**config.mk**
```make
export PLATFORM = sky130hd
export DESIGN_NAME = axi_lite_master_arbiter
export DESIGN_NICKNAME = d
export VERILOG_FILES = /design/src/rtl/axi_lite_master_arbiter.sv
export SDC_FILE = /design/constraint.sdc
export NUM_CORES = 1
export LEC_CHECK = 0
export CORE_AREA = 2 2 130 132
export DETAILED_ROUTE_END_ITERATION = 12
export DIE_AREA = 0 0 132 134
export MAX_ROUTING_LAYER = met4
export PLACE_DENSITY = 0.73
export SYNTH_ARGS = -nofsm -noshare
export SYNTH_HDL_FRONTEND = slang
export SYNTH_SLANG_ARGS = --single-unit
export TNS_END_PERCENT = 20
```
**constraint.sdc**
```tcl
create_clock -name ACLK -period 9.3 [get_ports ACLK]
set_clock_uncertainty 0.05 [all_clocks]
set_input_delay 1.395 -clock ACLK [delete_from_list [all_inputs] [get_ports ACLK]]
set_output_delay 1.395 -clock ACLK [all_outputs]
set_load 0.01 [all_outputs]
```
**src/rtl/axi_lite_master_arbiter.sv**
```systemverilog
// rtl/axi_lite_master_arbiter.sv - Two-client round-robin arbiter driving one AXI4-Lite master port
// One transaction in flight at a time; every output is a register.
module axi_lite_master_arbiter #(
   parameter int P_ADDR_WIDTH = 32,
   parameter int P_DATA_WIDTH = 32
) (
   input  logic                            ACLK,
   input  logic                            ARESET,
   input  logic [1:0]                      REQ,
   input  logic [1:0]                      REQ_WE,
   input  logic [2*P_ADDR_WIDTH-1:0]       REQ_ADDR,
   input  logic [2*P_DATA_WIDTH-1:0]       REQ_WDATA,
   input  logic [2*(P_DATA_WIDTH/8)-1:0]   REQ_WSTRB,
   output logic [1:0]                      GNT,
   output logic [1:0]                      DONE,
   output logic [P_DATA_WIDTH-1:0]         RSP_RDATA,
   output logic [1:0]                      RSP_RESP,
   output logic                            BUSY,
   output logic [P_ADDR_WIDTH-1:0]         M_AXI_AWADDR,
   output logic [2:0]                      M_AXI_AWPROT,
   output logic                            M_AXI_AWVALID,
   input  logic                            M_AXI_AWREADY,
   output logic [P_DATA_WIDTH-1:0]         M_AXI_WDATA,
   output logic [P_DATA_WIDTH/8-1:0]       M_AXI_WSTRB,
   output logic                            M_AXI_WVALID,
   input  logic                            M_AXI_WREADY,
   input  logic [1:0]                      M_AXI_BRESP,
   input  logic                            M_AXI_BVALID,
   output logic                            M_AXI_BREADY,
   output logic [P_ADDR_WIDTH-1:0]         M_AXI_ARADDR,
   output logic [2:0]                      M_AXI_ARPROT,
   output logic                            M_AXI_ARVALID,
   input  logic                            M_AXI_ARREADY,
   input  logic [P_DATA_WIDTH-1:0]         M_AXI_RDATA,
   input  logic [1:0]                      M_AXI_RRESP,
   input  logic                            M_AXI_RVALID,
   output logic                            M_AXI_RREADY
);

   localparam int AW = P_ADDR_WIDTH;
   localparam int DW = P_DATA_WIDTH;
   localparam int SW = P_DATA_WIDTH / 8;

   typedef enum logic [2:0] {S_IDLE, S_WR, S_WR_RESP, S_RD_ADDR, S_RD_DATA} state_t;

   state_t          state_q, state_d;
   logic            owner_q, owner_d;
   logic            last_q, last_d;
   logic [AW-1:0]   addr_q, addr_d;
   logic [DW-1:0]   wdata_q, wdata_d;
   logic [SW-1:0]   wstrb_q, wstrb_d;
   logic            awvalid_q, awvalid_d, wvalid_q, wvalid_d, arvalid_q, arvalid_d;
   logic            bready_q, bready_d, rready_q, rready_d;
   logic [1:0]      gnt_q, gnt_d, done_q, done_d, resp_q, resp_d;
   logic [DW-1:0]   rdata_q, rdata_d;
   logic            busy_q, busy_d;
   logic            win, aw_left, w_left;

   always_comb begin
      state_d   = state_q;
      owner_d   = owner_q;
      last_d    = last_q;
      addr_d    = addr_q;
      wdata_d   = wdata_q;
      wstrb_d   = wstrb_q;
      awvalid_d = awvalid_q;
      wvalid_d  = wvalid_q;
      arvalid_d = arvalid_q;
      bready_d  = bready_q;
      rready_d  = rready_q;
      gnt_d     = 2'b00;
      done_d    = 2'b00;
      resp_d    = resp_q;
      rdata_d   = rdata_q;
      win       = 1'b0;
      aw_left   = 1'b0;
      w_left    = 1'b0;

      case (state_q)
         S_IDLE: begin
            if (REQ != 2'b00) begin
               // last_q names the previous winner, so the other client wins a tie
               win     = (REQ == 2'b11) ? ~last_q : REQ[1];
               owner_d = win;
               last_d  = win;
               addr_d  = win ? REQ_ADDR[AW +: AW] : REQ_ADDR[0 +: AW];
               wdata_d = win ? REQ_WDATA[DW +: DW] : REQ_WDATA[0 +: DW];
               wstrb_d = win ? REQ_WSTRB[SW +: SW] : REQ_WSTRB[0 +: SW];
               gnt_d   = win ? 2'b10 : 2'b01;
               if (REQ_WE[win]) begin
                  state_d   = S_WR;
                  awvalid_d = 1'b1;
                  wvalid_d  = 1'b1;
               end else begin
                  state_d   = S_RD_ADDR;
                  arvalid_d = 1'b1;
               end
            end
         end
         S_WR: begin
            // AW and W retire independently; leave once neither is still pending
            aw_left   = awvalid_q && !M_AXI_AWREADY;
            w_left    = wvalid_q && !M_AXI_WREADY;
            awvalid_d = aw_left;
            wvalid_d  = w_left;
            if (!aw_left && !w_left) begin
               state_d  = S_WR_RESP;
               bready_d = 1'b1;
            end
         end
         S_WR_RESP: begin
            if (M_AXI_BVALID && bready_q) begin
               bready_d = 1'b0;
               resp_d   = M_AXI_BRESP;
               done_d   = owner_q ? 2'b10 : 2'b01;
               state_d  = S_IDLE;
            end
         end
         S_RD_ADDR: begin
            if (arvalid_q && M_AXI_ARREADY) begin
               arvalid_d = 1'b0;
               rready_d  = 1'b1;
               state_d   = S_RD_DATA;
            end
         end
         S_RD_DATA: begin
            if (M_AXI_RVALID && rready_q) begin
               rready_d = 1'b0;
               rdata_d  = M_AXI_RDATA;
               resp_d   = M_AXI_RRESP;
               done_d   = owner_q ? 2'b10 : 2'b01;
               state_d  = S_IDLE;
            end
         end
         default: state_d = S_IDLE;
      endcase

      busy_d = (state_d != S_IDLE);
   end

   always_ff @(posedge ACLK or posedge ARESET) begin
      if (ARESET) begin
         state_q   <= S_IDLE;
         owner_q   <= 1'b0;
         last_q    <= 1'b1;
         addr_q    <= '0;
         wdata_q   <= '0;
         wstrb_q   <= '0;
         awvalid_q <= 1'b0;
         wvalid_q  <= 1'b0;
         arvalid_q <= 1'b0;
         bready_q  <= 1'b0;
         rready_q  <= 1'b0;
         gnt_q     <= 2'b00;
         done_q    <= 2'b00;
         resp_q    <= 2'b00;
         rdata_q   <= '0;
         busy_q    <= 1'b0;
      end else begin
         state_q   <= state_d;
         owner_q   <= owner_d;
         last_q    <= last_d;
         addr_q    <= addr_d;
         wdata_q   <= wdata_d;
         wstrb_q   <= wstrb_d;
         awvalid_q <= awvalid_d;
         wvalid_q  <= wvalid_d;
         arvalid_q <= arvalid_d;
         bready_q  <= bready_d;
         rready_q  <= rready_d;
         gnt_q     <= gnt_d;
         done_q    <= done_d;
         resp_q    <= resp_d;
         rdata_q   <= rdata_d;
         busy_q    <= busy_d;
      end
   end

   assign GNT           = gnt_q;
   assign DONE          = done_q;
   assign RSP_RDATA     = rdata_q;
   assign RSP_RESP      = resp_q;
   assign BUSY          = busy_q;
   assign M_AXI_AWADDR  = addr_q;
   assign M_AXI_AWPROT  = 3'b000;
   assign M_AXI_AWVALID = awvalid_q;
   assign M_AXI_WDATA   = wdata_q;
   assign M_AXI_WSTRB   = wstrb_q;
   assign M_AXI_WVALID  = wvalid_q;
   assign M_AXI_BREADY  = bready_q;
   assign M_AXI_ARADDR  = addr_q;
   assign M_AXI_ARPROT  = 3'b000;
   assign M_AXI_ARVALID = arvalid_q;
   assign M_AXI_RREADY  = rready_q;

endmodule

```
-- Word level (Yosys, flattened, before mapping)
Index checks and enable logic that the tools add are counted.
- $lt $le $gt $ge: 1
- equal/unequal tests: 12
- mux-type cells: 37
- bitwise operators: 1
- reductions and logical operators: 25
- operator list (kind ; count):
    2-to-1 mux 32 bit ; 2
    2-to-1 mux 2 bit ; 9
    2-to-1 mux 3 bit ; 5
    one-hot mux 3 bit (5 select lines) ; 1
    inequality test 2 bit, second input constant ; 7
    2-to-1 mux 1 bit ; 12
    AND reduction 3 bit ; 4
    nonzero test 2 bit ; 6
    one-hot mux 1 bit (2 select lines) ; 5
    one-hot mux 2 bit (2 select lines) ; 2
    == test 3 x 2 -> 1 bit, second input constant ; 2
    logical AND 1 bit ; 6
    zero test 1 bit ; 4
    2-to-1 mux 4 bit ; 1
    AND reduction 2 bit ; 2
    AND reduction 4 bit ; 1
    == test 3 x 1 -> 1 bit, second input constant ; 1
    == test 3 bit, second input constant ; 1
    zero test 3 bit ; 1
    nonzero test 3 bit ; 1
    == test 2 bit, second input constant ; 1
    < comparator 1 x 2 -> 1 bit, second input constant ; 1
    inverter 1 bit ; 1
- register bits after elaboration: 117
- bits of input ports: 183
- output and inout bits: 150
- logic and storage cells: 92

-- Logic depth before layout (Yosys ltp)
- depth in word-level cells: 8
- depth in mapped cells: 7
- gate-level depth less buffers: 4

-- Least setup slack after synthesis
Ideal clock, no wire load.
- path type: input -> register
- start point: in REQ[1]
- end point: reg addr_q[11], in the netlist M_AXI_ARADDR[11]
- library setup time: 133 ps
- arrival time: 2220 ps
- data required time: 9117 ps
- path slack: 6897 ps
- stages: 5
- cells stage by stage: a21boi_0 > buf_2 > buf_2 > mux2i_1 > o21ai_0
- longest elaborated chain between the ends: 3
- ends and longest elaborated chain (what ; line ; RTL):
    start: declaration ; 9 ; input logic [1:0] REQ,
    == test 2 bit ; 83 ; win = (REQ == 2'b11) ? ~last_q : REQ[1];
    2-to-1 mux 1 bit ; 83 ;
    2-to-1 mux 32 bit ; 86 ; addr_d = win ? REQ_ADDR[AW +: AW] : REQ_ADDR[0 +: AW];
    end signal: assignment ; 163 ; addr_q <= addr_d;
    end: declaration ; 49 ; logic [AW-1:0] addr_q, addr_d;
Parallel ways exist; a longest one is shown, timed or not.
A chain may end at the register's enable or synchronous reset.

-- Worst setup path after layout
- start point: in REQ[1]
- end point: reg wdata_q[25], in the netlist M_AXI_WDATA[25]
- longest elaborated chain between the ends: 3
- ends and longest elaborated chain (what ; line ; RTL):
    == test 2 bit ; 83 ;
    2-to-1 mux 1 bit ; 83 ;
    2-to-1 mux 32 bit ; 87 ; wdata_d = win ? REQ_WDATA[DW +: DW] : REQ_WDATA[0 +: DW];
    end signal: assignment ; 164 ; wdata_q <= wdata_d;
    end: declaration ; 50 ; logic [DW-1:0] wdata_q, wdata_d;
Parallel ways exist; a longest one is shown, timed or not.

==> results.py <==
metrics = {
    "status": {
        "outcome": "finished, final reports clean",
    },
    "synthesis": {
        "synthSimpleGateAreaFrac_pct": 7.22,
        "synth_mux_area_share_pct": 20.5,
        "synth_compound_area_share_pct": 9.10,
        "synth.avg_cell_area_sq_um": 11.3,
        "synthCells": 475,
        "synthDistinctLibCells": 31,
        "synth_fa_ha_area_share_pct": 0,
        "synth_seq_cells": 117,
        "synth_top_family_by_area": "multiplexers",
        "yosys_warnings": 0,
        "ys_seq_area_share_pct": 54.5,
        "synth_xor_area_share_pct": 0,
        "synthArstFlopShare_pct": 100,
        "yosys_most_used_dff": "dfrtp_1",
        "synth_edf_count": 0,
        "syn-cell-area_sq_um": 5380,
    },
    "critical_path": {
        "cp.required_ns": 9.49,
        "worstPathMaxFanout": 38,
        "crit_arrival_ns": 3.79,
        "cp-start-kind": "input pin",
        "endpoint_kind": "flop",
        "r2r_slack_ns": 6.95,
        "worst-setup-path-type": "input pin to flop",
    },
    "floorplan": {
        "start_util_pct": 33.0,
        "row_count": 47,
        "die_y_um": 134,
        "fp.dieW_um": 132,
        "die_area_sq_um": 17700,
        "coreArea_sq_um": 16300,
        "ios": 333,
    },
    "layout": {
        "syn2layout_area_growth_pct": 69.8,
        "finalNetCount": 947,
        "layout-drive-gt1-share_pct": 9.94,
        "layoutNonFillerInstCount": 995,
        "n_antenna_cell": 0,
    },
    "clocking": {
        "htreeDepth": 4,
        "cts.sinks": 117,
        "clock_path_buffers": 2,
        "cts_buffers": 17,
        "clkLatencyLatePin_ns": 0.41,
        "root_buffer": "clkbuf_16",
        "cts_tree": "yes",
        "cts_repair_resize_count": 0,
        "holdBufCountCts": 0,
        "postCtsSetupBuffers": 0,
        "clk_pin_slew_ns": 0.05,
    },
    "global_route": {
        "antenna_found_initial": 0,
        "grt_pass1_wl_mm": 25.4,
        "grt-ovfl-total": 0,
        "first_global_vias": 4864,
        "grt_use_total_pct": 19.1,
        "grt_max_degree": 143,
    },
    "detailed_routing": {
        "wl_per_cell_um": 16.6,
        "vias": 4604,
        "remaining_drc_errors": 0,
        "drt-initial-drc-count": 206,
        "viasPerCell": 4.63,
        "ant_nets": 0,
        "drt_wl_total_mm": 16.6,
        "drt_pass1_iterations": 4,
    },
    "placement": {
        "hpwl_mm": 12.7,
        "gp_congestion": 0.913,
        "pre_cts_ws_ns": 5.32,
        "port_buffers": 326,
        "placed_cells": 965,
    },
    "sta": {
        "period_minus_slack_ns": 3.60,
        "fin_ws_ns": 5.70,
        "setup_viol": 0,
        "tightest_slew_ns": 1.18,
        "maxSlewHeadroom_pct": 21.5,
        "timing.fmax_mhz": 278,
        "hold_violations": 0,
        "maxSlewViolCount": 0,
        "fin_setup_tns_ns": 0,
        "rsz0062_at_grt": "false",
        "post-route-period-util_pct": 38.7,
    },
    "pwr": {
        "p_leak_nw": 4.06,
        "power_density_nw_per_um2": 138,
        "peakVddDrop_v": 0.000103,
    },
    "flow_run": {
        "cap_violations": 0,
    },
    "hold_path": {
        "hold_path.class": "flop to flop",
    },
}
## where the power goes
part / switching [mW] / internal, mW / leakage (nW)
registers: 0 / 0.510 / 1.61
clock network: 0.223 / 0.410 / 0.281
logic: 0.0383 / 0.0818 / 2.17
## cells in the mapped netlist, drive strengths merged (2+ instances only)
master	instances	area (sq um)
dfrtp	116	2900
nand2	76	285
o21ai	72	360
mux2i	69	691
buf	60	420
mux2	36	413
nor2	7	26.3
clkbuf	6	22.5
inv	5	18.8
a21o	4	30.0
a21oi	4	20.0
a21boi	2	15.0
and3	2	12.5
nand3b	2	15.0
nor3b	2	20.0
o22ai	2	12.5
## critical path, cell delays in order
cell             delay, ns
clkdlybuf4s50_1       0.56
a21boi_4              0.22
buf_4                 0.49
buf_4                 0.62
mux2i_1               0.31
o21ai_0               0.10
## final timing paths
check	end	cells past startpoint	startpoint
max	M_AXI_WDATA[25]	6	REQ[1]
min	DONE[0]	1	owner_q
max reg2reg	M_AXI_WDATA[25]	5	last_q
min reg2reg	DONE[0]	1	owner_q
max in group asynchronous	M_AXI_WDATA[12]	3	ARESET
min in group asynchronous	M_AXI_ARADDR[2]	2	ARESET
## sequential cells by signal (all words and copies together) (netlist names)
| register | count |
|---|---|
| M_AXI_WSTRB | 4 |
| RSP_RDATA | 32 |
| DONE | 2 |
| M_AXI_ARVALID | 1 |
| last_q | 1 |
| M_AXI_WVALID | 1 |
| M_AXI_WDATA | 32 |
| GNT | 2 |
| M_AXI_AWVALID | 1 |
| BUSY | 1 |
| RSP_RESP | 2 |
| state_q | 3 |
| M_AXI_ARADDR | 32 |
| M_AXI_RREADY | 1 |
| M_AXI_BREADY | 1 |
| owner_q | 1 |
## cell type report
| class | instances | area (sq um) |
|---|---|---|
| Multi-Input combinational cell | 292 | 2030 |
| Inverter | 5 | 21.3 |
| Timing Repair Buffer | 331 | 3300 |
| Fill cell | 1387 | 7160 |
| Clock buffer | 21 | 470 |
| Tap cell | 220 | 275 |
| Clock inverter | 9 | 104 |
| Sequential cell | 117 | 2930 |
## placed cells by master, fill, tap and decap left out, types with 2 or more instances in the layout
cell / Yosys / layout
nand2_1: 76 / 76
nand3b_1: 2 / 2
a21o_1: 4 / 4
inv_1: 5 / 4
mux2_2: 34 / 34
a21oi_1: 4 / 4
o21ai_0: 71 / 71
dfrtp_1: 116 / 116
clkinvlp_4: 0 / 2
and3_1: 2 / 2
clkdlybuf4s50_1: 0 / 326
conb_1: 1 / 6
clkbuf_16: 0 / 17
mux2_4: 2 / 2
mux2i_1: 69 / 69
buf_4: 38 / 5
nor2_1: 7 / 7
o22ai_1: 2 / 2
clkbuf_8: 0 / 3
clkinv_2: 0 / 4
bufinv_16: 0 / 2
## through the flow
step	hold slack [ns]	area [sq um]	total power [mW]	utilization, %
2_1_floorplan	0.368	5390	0.554	-
3_3_place_gp	0.403	8550	0.637	52.5
3_5_place_dp	0.409	8550	0.640	52.5
4_1_cts	0.425	9130	1.28	56.0
5_1_grt	0.444	9130	1.31	56.0
6_report	0.414	9130	1.26	56.0
## metal layers
metal / track usage, % / share of wire [%] / vias up
met5: - / 0 / -
met4: 8.57 / 2.8 / 0
met3: 5.22 / 6.2 / 37
met2: 33.9 / 53 / 208
met1: 19.9 / 38 / 2191
li1: - / - / 2168
## cells by family after synthesis
logic type | after synthesis
other | 1
and+or+nand+nor | 93
muxes | 105
AOI/OAI and AO/OA | 88
buffers and inverters | 71
DFF | 117
Power figures use the tool's default switching activity.
